--- src/rtl/adc_scan_avg.sv ---
// Two-channel ADC scan controller: alternates conversions on ch0/ch1 and
// publishes a per-channel average of 2^LOG2_N captured samples.
module adc_scan_avg #(
  parameter int IN_W    = 13,
  parameter int LOG2_N  = 2,
  parameter int PERIOD  = 1000,
  parameter int TIMEOUT = 255
) (
  input  logic            clk,
  input  logic            rst,
  input  logic            run,
  input  logic [IN_W-1:0] adc_value,
  input  logic            adc_done,
  output logic            adc_enable,
  output logic            adc_channel,
  output logic [IN_W-1:0] ch0_avg,
  output logic [IN_W-1:0] ch1_avg,
  output logic            avg_valid,
  output logic            avg_channel,
  output logic            timeout_err
);

  localparam int AW = IN_W + LOG2_N;
  localparam int TW = $clog2(TIMEOUT + 1);
  localparam int PW = $clog2(PERIOD);
  localparam logic [TW-1:0] TLAST = TW'(TIMEOUT - 1);
  localparam logic [PW-1:0] PLAST = PW'(PERIOD - 1);

  typedef enum logic [1:0] {IDLE, CONVERT, GAP} state_t;

  state_t            state_q, state_d;
  logic              en_q, en_d;
  logic              chan_q, chan_d;
  logic [IN_W-1:0]   ch0_q, ch0_d;
  logic [IN_W-1:0]   ch1_q, ch1_d;
  logic              valid_q, valid_d;
  logic              avg_ch_q, avg_ch_d;
  logic              terr_q, terr_d;
  logic [AW-1:0]     acc0_q, acc0_d;
  logic [AW-1:0]     acc1_q, acc1_d;
  logic [LOG2_N-1:0] cnt0_q, cnt0_d;
  logic [LOG2_N-1:0] cnt1_q, cnt1_d;
  logic [PW-1:0]     period_q, period_d;
  logic [TW-1:0]     timer_q, timer_d;
  logic [AW-1:0]     sum;

  assign sum = (chan_q ? acc1_q : acc0_q) + AW'(adc_value);

  always_comb begin
    state_d  = state_q;
    en_d     = en_q;
    chan_d   = chan_q;
    ch0_d    = ch0_q;
    ch1_d    = ch1_q;
    valid_d  = 1'b0;
    avg_ch_d = avg_ch_q;
    terr_d   = terr_q;
    acc0_d   = acc0_q;
    acc1_d   = acc1_q;
    cnt0_d   = cnt0_q;
    cnt1_d   = cnt1_q;
    period_d = period_q;
    timer_d  = timer_q;
    // Stopping abandons any partial average but keeps published results.
    if (state_q != IDLE && !run) begin
      state_d = IDLE;
      en_d    = 1'b0;
      acc0_d  = '0;
      acc1_d  = '0;
      cnt0_d  = '0;
      cnt1_d  = '0;
    end else begin
      unique case (state_q)
        IDLE: begin
          en_d = 1'b0;
          if (run) begin
            en_d     = 1'b1;
            chan_d   = 1'b0;
            timer_d  = '0;
            period_d = '0;
            terr_d   = 1'b0;
            state_d  = CONVERT;
          end
        end
        CONVERT: begin
          timer_d  = timer_q + 1'b1;
          period_d = period_q + 1'b1;
          if (adc_done) begin
            en_d    = 1'b0;
            state_d = GAP;
            if (!chan_q) begin
              if (cnt0_q == '1) begin
                ch0_d    = sum[AW-1:LOG2_N];
                valid_d  = 1'b1;
                avg_ch_d = 1'b0;
                acc0_d   = '0;
                cnt0_d   = '0;
              end else begin
                acc0_d = sum;
                cnt0_d = cnt0_q + 1'b1;
              end
            end else begin
              if (cnt1_q == '1) begin
                ch1_d    = sum[AW-1:LOG2_N];
                valid_d  = 1'b1;
                avg_ch_d = 1'b1;
                acc1_d   = '0;
                cnt1_d   = '0;
              end else begin
                acc1_d = sum;
                cnt1_d = cnt1_q + 1'b1;
              end
            end
          end else if (timer_q == TLAST) begin
            en_d    = 1'b0;
            terr_d  = 1'b1;
            state_d = GAP;
          end
        end
        GAP: begin
          en_d = 1'b0;
          if (period_q != PLAST) begin
            period_d = period_q + 1'b1;
          end else if (!adc_done) begin
            en_d     = 1'b1;
            chan_d   = ~chan_q;
            timer_d  = '0;
            period_d = '0;
            state_d  = CONVERT;
          end
        end
        default: state_d = IDLE;
      endcase
    end
  end

  always_ff @(posedge clk or posedge rst) begin
    if (rst) begin
      state_q  <= IDLE;
      en_q     <= 1'b0;
      chan_q   <= 1'b0;
      ch0_q    <= '0;
      ch1_q    <= '0;
      valid_q  <= 1'b0;
      avg_ch_q <= 1'b0;
      terr_q   <= 1'b0;
      acc0_q   <= '0;
      acc1_q   <= '0;
      cnt0_q   <= '0;
      cnt1_q   <= '0;
      period_q <= '0;
      timer_q  <= '0;
    end else begin
      state_q  <= state_d;
      en_q     <= en_d;
      chan_q   <= chan_d;
      ch0_q    <= ch0_d;
      ch1_q    <= ch1_d;
      valid_q  <= valid_d;
      avg_ch_q <= avg_ch_d;
      terr_q   <= terr_d;
      acc0_q   <= acc0_d;
      acc1_q   <= acc1_d;
      cnt0_q   <= cnt0_d;
      cnt1_q   <= cnt1_d;
      period_q <= period_d;
      timer_q  <= timer_d;
    end
  end

  assign adc_enable  = en_q;
  assign adc_channel = chan_q;
  assign ch0_avg     = ch0_q;
  assign ch1_avg     = ch1_q;
  assign avg_valid   = valid_q;
  assign avg_channel = avg_ch_q;
  assign timeout_err = terr_q;

endmodule

--- config.mk ---
export PLATFORM = sky130hd
export DESIGN_NAME = adc_scan_avg
export DESIGN_NICKNAME = d
export VERILOG_FILES = /design/src/rtl/adc_scan_avg.sv
export SDC_FILE = /design/constraint.sdc
export NUM_CORES = 1
export LEC_CHECK = 0
export CELL_PAD_IN_SITES_DETAIL_PLACEMENT = 2
export CELL_PAD_IN_SITES_GLOBAL_PLACEMENT = 2
export CORE_ASPECT_RATIO = 1.2
export CORE_MARGIN = 2
export CORE_UTILIZATION = 40
export DETAILED_ROUTE_END_ITERATION = 16
export PLACE_DENSITY = 0.87
export SLEW_MARGIN = 15
export SYNTH_ARGS = -nofsm -noshare
export SYNTH_HDL_FRONTEND = slang
export SYNTH_SLANG_ARGS = --single-unit
--- constraint.sdc ---
create_clock -name clk -period 10.1 [get_ports clk]
set_input_delay 1.515 -clock clk [delete_from_list [all_inputs] [get_ports clk]]
set_output_delay 1.515 -clock clk [all_outputs]
set_load 0.02 [all_outputs]
==> summary.txt, run 1 <==
Outcome
  • Status: complete, no violations

Power and ir drop
  • PwrDens: 268.7 nW/µm²
  • Clock Power Share: a little under a quarter
  • Tot Pwr: approximately 1.5 mW
  • Leakage power: roughly 2.5 nW
  • Psw: 615.1 µW
  • Power Internal: just under 900 µW
  • Max rail drop VDD: 0.1060 mV
  • Combinational share of power: a little over two fifths
  • Sw frac: 40.91%
  • Sequential share of power: approximately a third

Routing
  • Routed wire length per instance: 21.60 µm
  • Drt pass-1 iters: 4
  • Post-DRT Antenna Nets: 0
  • DRT iter0 DRCs: roughly 160
  • Vias/cell: slightly below 6
  • Via count: just under 4,000
  • DRC viols: 0
  • Final WL: around 14 mm

Timing
  • Setup TNS: 0 ns
  • Worst hold slack: roughly 0.50 ns
  • Final min period: about 4.0 ns
  • Fin. Hold Viols: 0
  • Final Cycle Share: approximately two fifths
  • Rel. slew slack: between 40 and 50%
  • Clk_skew: 0.005444 ns
  • Slew at the pin with the worst max-slew slack: slightly below 0.9 ns
  • Setup violators final: 0
  • RSZ-0062 raised after global routing: no
  • Fmax: 252.9 MHz
  • Max Slew Vio Count: 0

Floorplanning
  • Starting density of the core: between 40 and 50%
  • # rows: 43
  • Core region area: ~11,000 µm²
  • Die W: 102.6 µm
  • I/O pin count: 48
  • Die area: around 13,000 µm²
  • Die Ht: ~120 µm

Critical path
  • Startpoint types: primary input
  • Critical Path Source: run
  • CP max-delay cell: clkdlybuf4s50_1
  • Crit-path max cell delay: between 0.6 and 0.7 ns
  • Critical Path RT: about 10 ns
  • Crit path cell chain: clkdlybuf4s50_1 > or2_1 > a221o_1 > or3_1 > o31ai_1
  • WS Path Type: in -> reg
  • Crit Reg-Reg Endpoint: ch0_avg[12]
  • R2R depth: 9
  • CP Capture Point: acc1_q[9]
  • Setup crit end kind: flip-flop
  • RR Startpoint: adc_channel
  • Crit Path Max Fanout: 20
  • Crit path DAT: around 4.2 ns
  • Flop2flop setup slack: roughly 6.7 ns

Logic synthesis
  • Post-synth EDFFs: 0
  • Mapped Nets: a little under 500
  • Mapped Area: around 4700 µm²
  • Netlist cell types: slightly below 60
  • Fraction of registers with async set/reset: 100.0%
  • Syn_area_per_cell: ~10 µm²
  • Main synth FF type: dfrtp_1
  • Synthesis Warnings: 0
  • Mapped Cells: ~460
  • Post-synthesis sequential area ratio: 45.54%
  • Register bit total from synthesis: 85

Final layout
  • Antenna cell count: 0
  • Area Growth Syn to Fin: 19.77%
  • Layout Nets: 540
  • Commonest non-fill, non-tap cell in the layout: dfrtp_1
  • Fill cells: between 1,000 and 1,500
  • Share of cells above drive strength 1: around 11%
  • Final Core Density: 48.82%
  • Finished Layout Cells: between 600 and 700
  • Most frequent cells in the layout: 85 x dfrtp_1, 60 x nand2_1, 47 x clkdlybuf4s50_1

Clock tree
  • Clock Tree Buf Depth: 2
  • Cts bufs inserted: 9
  • Clock Tree Root: clkbuf_16
  • CTS Hold Bufs: 0
  • Number of gates resized after CTS: 0
  • Sink Count: 85
  • CTS tree: yes
  • Clk_lat worst skew: approximately 0.35 ns
  • H-tree depth: 3
  • Clk slew on worst S/H paths: approximately 0.06 ns
  • Setup Fix Bufs, Post-CTS: 0

Global route
  • Vias in the first global route: about 4,300
  • Global-route wire length before repair: about 23 mm
  • Initial antenna violation count: 0
  • Largest net degree at the start of global routing: 60
  • GRT Util Overall: between 20% and 30%
  • Grt ovf: 0

Min path
  • Hold WC Path Type: reg -> reg
  • Worst hold stages: 2

Placement
  • Port bufs: between 40 and 50
  • Placed Cells: approximately 650
  • Gpl congestion: around 0.81
  • Dpl hpwl: 10.06 mm

Job
  • MaxCap Viol Count: 0
per-layer routing:
metal	track usage [%]	wire (µm)	part of all wire [%]
met5	0	0	0
met1	29.15	5958	42
met2	44.49	7805	55
met3	3.702	274	1.9
met4	8.083	258	1.8
power by group through the flow:
stage	combinational [mW]	clock (mW)	sequential, mW
finish	0.662	0.356	0.485
global placement	0.610	0	0.480
global route	0.723	0.378	0.496
detailed placement	0.655	0	0.490
floorplan	0.422	0	0.495
CTS	0.667	0.362	0.486
metrics by stage:
step                area, µm²  setup WS, ns
floorplan                4671         6.392
global placement         5286         5.935
detailed placement       5286         5.838
CTS                      5594         6.210
global route             5594         5.978
finish                   5594         6.146
synth_stat cells (3+ instances only):
cell type / number / area, µm²
inv_1: 15 / 56.30
o21ai_1: 17 / 85.08
or3_1: 5 / 31.28
xnor2_1: 4 / 35.03
o211ai_1: 9 / 67.56
nor2b_1: 6 / 37.54
o2111ai_1: 4 / 35.03
o21ai_0: 23 / 115.1
o31ai_2: 4 / 50.05
dfrtp_1: 85 / 2127
and3_1: 5 / 31.28
nand2_1: 60 / 225.2
o31ai_1: 18 / 135.1
buf_2: 4 / 20.02
ha_1: 22 / 275.3
a31oi_1: 7 / 43.79
nor3_1: 6 / 30.03
a22o_1: 24 / 210.2
nor2_1: 17 / 63.81
nand3_1: 10 / 50.05
mux2_2: 26 / 292.8
o21a_1: 4 / 30.03
and3b_1: 3 / 26.28
and2_1: 3 / 18.77
a21o_1: 5 / 37.54
a21oi_1: 13 / 65.06
clkbuf_1: 11 / 41.29
nand4_1: 4 / 25.02
o2bb2ai_1: 3 / 26.28
mux2i_1: 6 / 60.06
final cells by class:
| cell class | instances | area (µm²) | area share [%] |
|---|---|---|---|
| multi-input cells | 338 | 2409 | 43.06 |
| flip-flops and latches | 85 | 2127 | 38.02 |
| repair buffers | 50 | 493.0 | 8.812 |
| clock buffers | 11 | 232.7 | 4.160 |
| well taps | 157 | 196.4 | 3.512 |
| clock inverters | 5 | 75.07 | 1.342 |
| inverters | 16 | 61.31 | 1.096 |
cell families (layout without fill, tap and decap cells):
group | Yosys count | in the layout | synth area share [%]
compound gates | 145 | 145 | 22.34
xor+xnor | 6 | 6 | 1.125
fa+ha+maj | 23 | 23 | 6.322
buf+inv | 34 | 82 | 2.893
flops | 85 | 85 | 45.54
mux | 32 | 32 | 7.554
simple gates | 132 | 132 | 14.23
flip-flops by register name, summed over array words and instances (netlist names):
name,flops
state_q,2
ch1_avg,13
period_q,10
adc_enable,1
adc_channel,1
acc1_q,15
avg_valid,1
cnt0_q,2
avg_channel,1
ch0_avg,13
timer_q,8
acc0_q,15
timeout_err,1
cnt1_q,2
worst min-delay path by stage:
| stage | from | endpoint | slack (ns) |
|---|---|---|---|
| after floorplan | acc1_q[12] | acc1_q[12] | 0.44 |
| after global placement | acc0_q[2] | acc0_q[2] | 0.46 |
| after detailed placement | acc1_q[2] | acc1_q[2] | 0.47 |
| after CTS | ch0_avg[12] | ch0_avg[12] | 0.50 |
| after global routing | ch0_avg[12] | ch0_avg[12] | 0.52 |
| final | ch0_avg[12] | ch0_avg[12] | 0.50 |
worst max-delay path, delay by kind of cell:
kind / cells / cell delay (ns)
AND/OR/NAND/NOR: 2 / 1.00
AO/OA/AOI/OAI: 2 / 1.00
buffers and inverters: 1 / 0.66
(Power assumes the default switching activity.)
==> run 2: changes to the inputs <==
--- a/config.mk
+++ b/config.mk
@@ -9,9 +9,9 @@
 export CELL_PAD_IN_SITES_GLOBAL_PLACEMENT = 2
 export CORE_ASPECT_RATIO = 1.2
 export CORE_MARGIN = 2
-export CORE_UTILIZATION = 40
+export CORE_UTILIZATION = 33
 export DETAILED_ROUTE_END_ITERATION = 16
-export PLACE_DENSITY = 0.87
+export PLACE_DENSITY = 0.76
 export SLEW_MARGIN = 15
 export SYNTH_ARGS = -nofsm -noshare
 export SYNTH_HDL_FRONTEND = slang
==> constraint.sdc (replaced) <==
create_clock -name clk -period 3.3 [get_ports clk]
set_input_delay 0.495 -clock clk [delete_from_list [all_inputs] [get_ports clk]]
set_output_delay 0.495 -clock clk [all_outputs]
set_load 0.02 [all_outputs]
==> run 2 against run 1 <==
Against the previous run:
- first-iteration DRC count down 34%
- global-route usage fell by 5.2 points
- clock-buffer cell count fell by 2
- critical path type is now reg -> reg
- critical endpoint is now acc1_q[14]
- largest power group unchanged
- highest routed layer unchanged
==> summary.txt, run 2 (same netlist as run 1, synthesis figures left out) <==
Final layout
  • Commonest non-fill, non-tap cell in the layout: dfrtp_1
  • Antenna cell count: 0
  • Layout Nets: 550
  • Largest regs: acc0_q: 15 flops, acc1_q: 15 flops
  • Most frequent cells in the layout: 85 x dfrtp_1, 60 x nand2_1, 47 x clkdlybuf4s50_1
  • Area Growth Syn to Fin: 21.78%
  • Share of cells above drive strength 1: between 10% and 20%

Routing
  • Routed wire length per instance: 20.09 µm
  • Via count: ~3,800
  • Drt pass-1 iters: 4
  • Vias/cell: 5.581
  • DRT iter0 DRCs: 103
  • DRC viols: 0
  • Final WL: about 14 mm
  • Post-DRT Antenna Nets: 0

Clock tree
  • Clk_lat worst skew: between 0.3 and 0.4 ns
  • Setup Fix Bufs, Post-CTS: 0
  • Number of gates resized after CTS: 0
  • CTS tree: yes
  • Clock Tree Buf Depth: 2
  • Cts bufs inserted: 9
  • Clock Tree Root: clkbuf_16
  • Clk slew on worst S/H paths: around 0.060 ns
  • Sink Count: 85
  • H-tree depth: 3
  • CTS Hold Bufs: 0

Floorplanning
  • Die Ht: 134.3 µm
  • Starting density of the core: about 34%
  • # rows: 47
  • Die area: around 15,000 µm²
  • Die W: between 100 and 150 µm
  • I/O pin count: 48
  • Core region area: ~14,000 µm²

Timing
  • Setup violators final: 0
  • Clk_skew: ~0.0070 ns
  • Rel. slew slack: a little over 50%
  • Final min period: roughly 3 ns
  • RSZ-0062 raised after global routing: no
  • Setup TNS: 0 ns
  • PnR worst setup slack: 0.3716 ns
  • Max Slew Vio Count: 0
  • Fmax: 341.5 MHz
  • Fin. Hold Viols: 0
  • Slew at the pin with the worst max-slew slack: 0.7380 ns
  • Worst hold slack: around 0.48 ns
  • Final Cycle Share: ~90%

Power and ir drop
  • Psw: around 1.8 mW
  • Max rail drop VDD: between 0.3 and 0.4 mV
  • PwrDens: about 800 nW/µm²
  • Power Internal: 2.692 mW
  • Combinational share of power: between 40% and 50%
  • Sequential share of power: 32.4%
  • Sw frac: about two fifths
  • Clock Power Share: a little under a quarter
  • Leakage power: 2.509 nW

Critical path
  • Crit-path max cell delay: between 0.4 and 0.5 ns
  • Crit Path Max Fanout: 5
  • Critical Path RT: about 3.5 ns
  • Startpoint types: flip-flop
  • Setup crit end kind: flip-flop
  • Buf/Inv on CP: 1
  • Delay-heaviest family, CP: compound AO/OA/AOI/OAI gates
  • Crit path DAT: between 3 and 4 ns
  • WS Path Type: reg -> reg
  • Crit path cell chain: buf_4 > mux2_2 > fa_1 > a21o_1 > a221oi_2 > o41a_1 > mux2i_1 > o31ai_1
  • CP max-delay cell: fa_1

Outcome
  • Status: complete, no violations

Global route
  • Global-route wire length before repair: between 20 and 25 mm
  • Initial antenna violation count: 0
  • Largest net degree at the start of global routing: 86
  • Vias in the first global route: about 4,400
  • GRT Util Overall: 19.31%
  • Grt ovf: 0

Placement
  • Gpl congestion: 0.7806
  • Dpl hpwl: 9.927 mm
  • Post-place setup slack: about 0.24 ns
  • Port bufs: 47

Job
  • MaxCap Viol Count: 0

Min path
  • Hold WC Path Type: reg -> reg
[run 2: changes by cell type in the layout (fill, tap and decap cells not counted)]
| cell | change |
|---|---|
| buf_4 | +9 |
| clkbuf_1 | -2 |
| clkinvlp_4 | +2 |
| clkinv_4 | +1 |
| buf_12 | +1 |
| bufinv_16 | -1 |
| clkinv_2 | -3 |
| inv_6 | +2 |
[run 2: power groups by stage]
stage	logic (mW)	registers, mW	clock network [mW]
detailed placement	2.04	1.49	0
global route	2.25	1.51	1.11
CTS	2.06	1.47	1.08
finish	2.02	1.46	1.04
global placement	1.91	1.46	0
floorplan	1.29	1.52	0
[run 2: worst paths after layout]
check	from	to	slack [ns]	cells past startpoint
worst max-delay path	adc_channel	acc1_q[14]	0.37	8
max in group asynchronous	rst	acc0_q[3]	2.36	3
worst min-delay path	acc1_q[9]	acc1_q[9]	0.48	2
worst min register to register	acc1_q[9]	acc1_q[9]	0.48	2
worst max register to register	adc_channel	acc1_q[14]	0.37	8
min in group asynchronous	rst	period_q[1]	0.59	3
[run 2: stage by stage]
| step | area [µm²] | util, % | std cells | total power [mW] |
|---|---|---|---|---|
| after CTS | 5688 | 41.16 | 685 | 4.602 |
| after global routing | 5688 | 41.16 | 685 | 4.870 |
| after global placement | 5391 | 39.01 | 670 | 3.377 |
| final | 5688 | 41.16 | 685 | 4.525 |
| after floorplan | 4672 | - | 457 | 2.808 |
| after detailed placement | 5391 | 39.01 | 670 | 3.521 |
[run 2: worst reg2reg max path, cell delays in order (launching register included)]
cell,delay (ns)
dfrtp_1,0.41
buf_4,0.18
mux2_2,0.37
fa_1,0.44
a21o_1,0.22
a221oi_2,0.32
o41a_1,0.29
mux2i_1,0.41
o31ai_1,0.15
[run 2: area by class of cell]
cell class	instances	area, µm²
clock inverter	6	71.32
tap	171	214.0
clock buffer	9	225.2
sequential	85	2127
fill	1465	8132
inverter	16	61.31
timing repair buffer	60	580.6
multi-input combinational	338	2409
[run 2: layer usage]
metal | share of wire (%) | up-vias | GRT usage [%]
li1 | - | 1794 | -
met1 | 40 | 1956 | 21.47
met2 | 55 | 54 | 36.66
met3 | 2.9 | 19 | 3.705
met4 | 2.2 | 0 | 6.165
met5 | 0 | - | 0
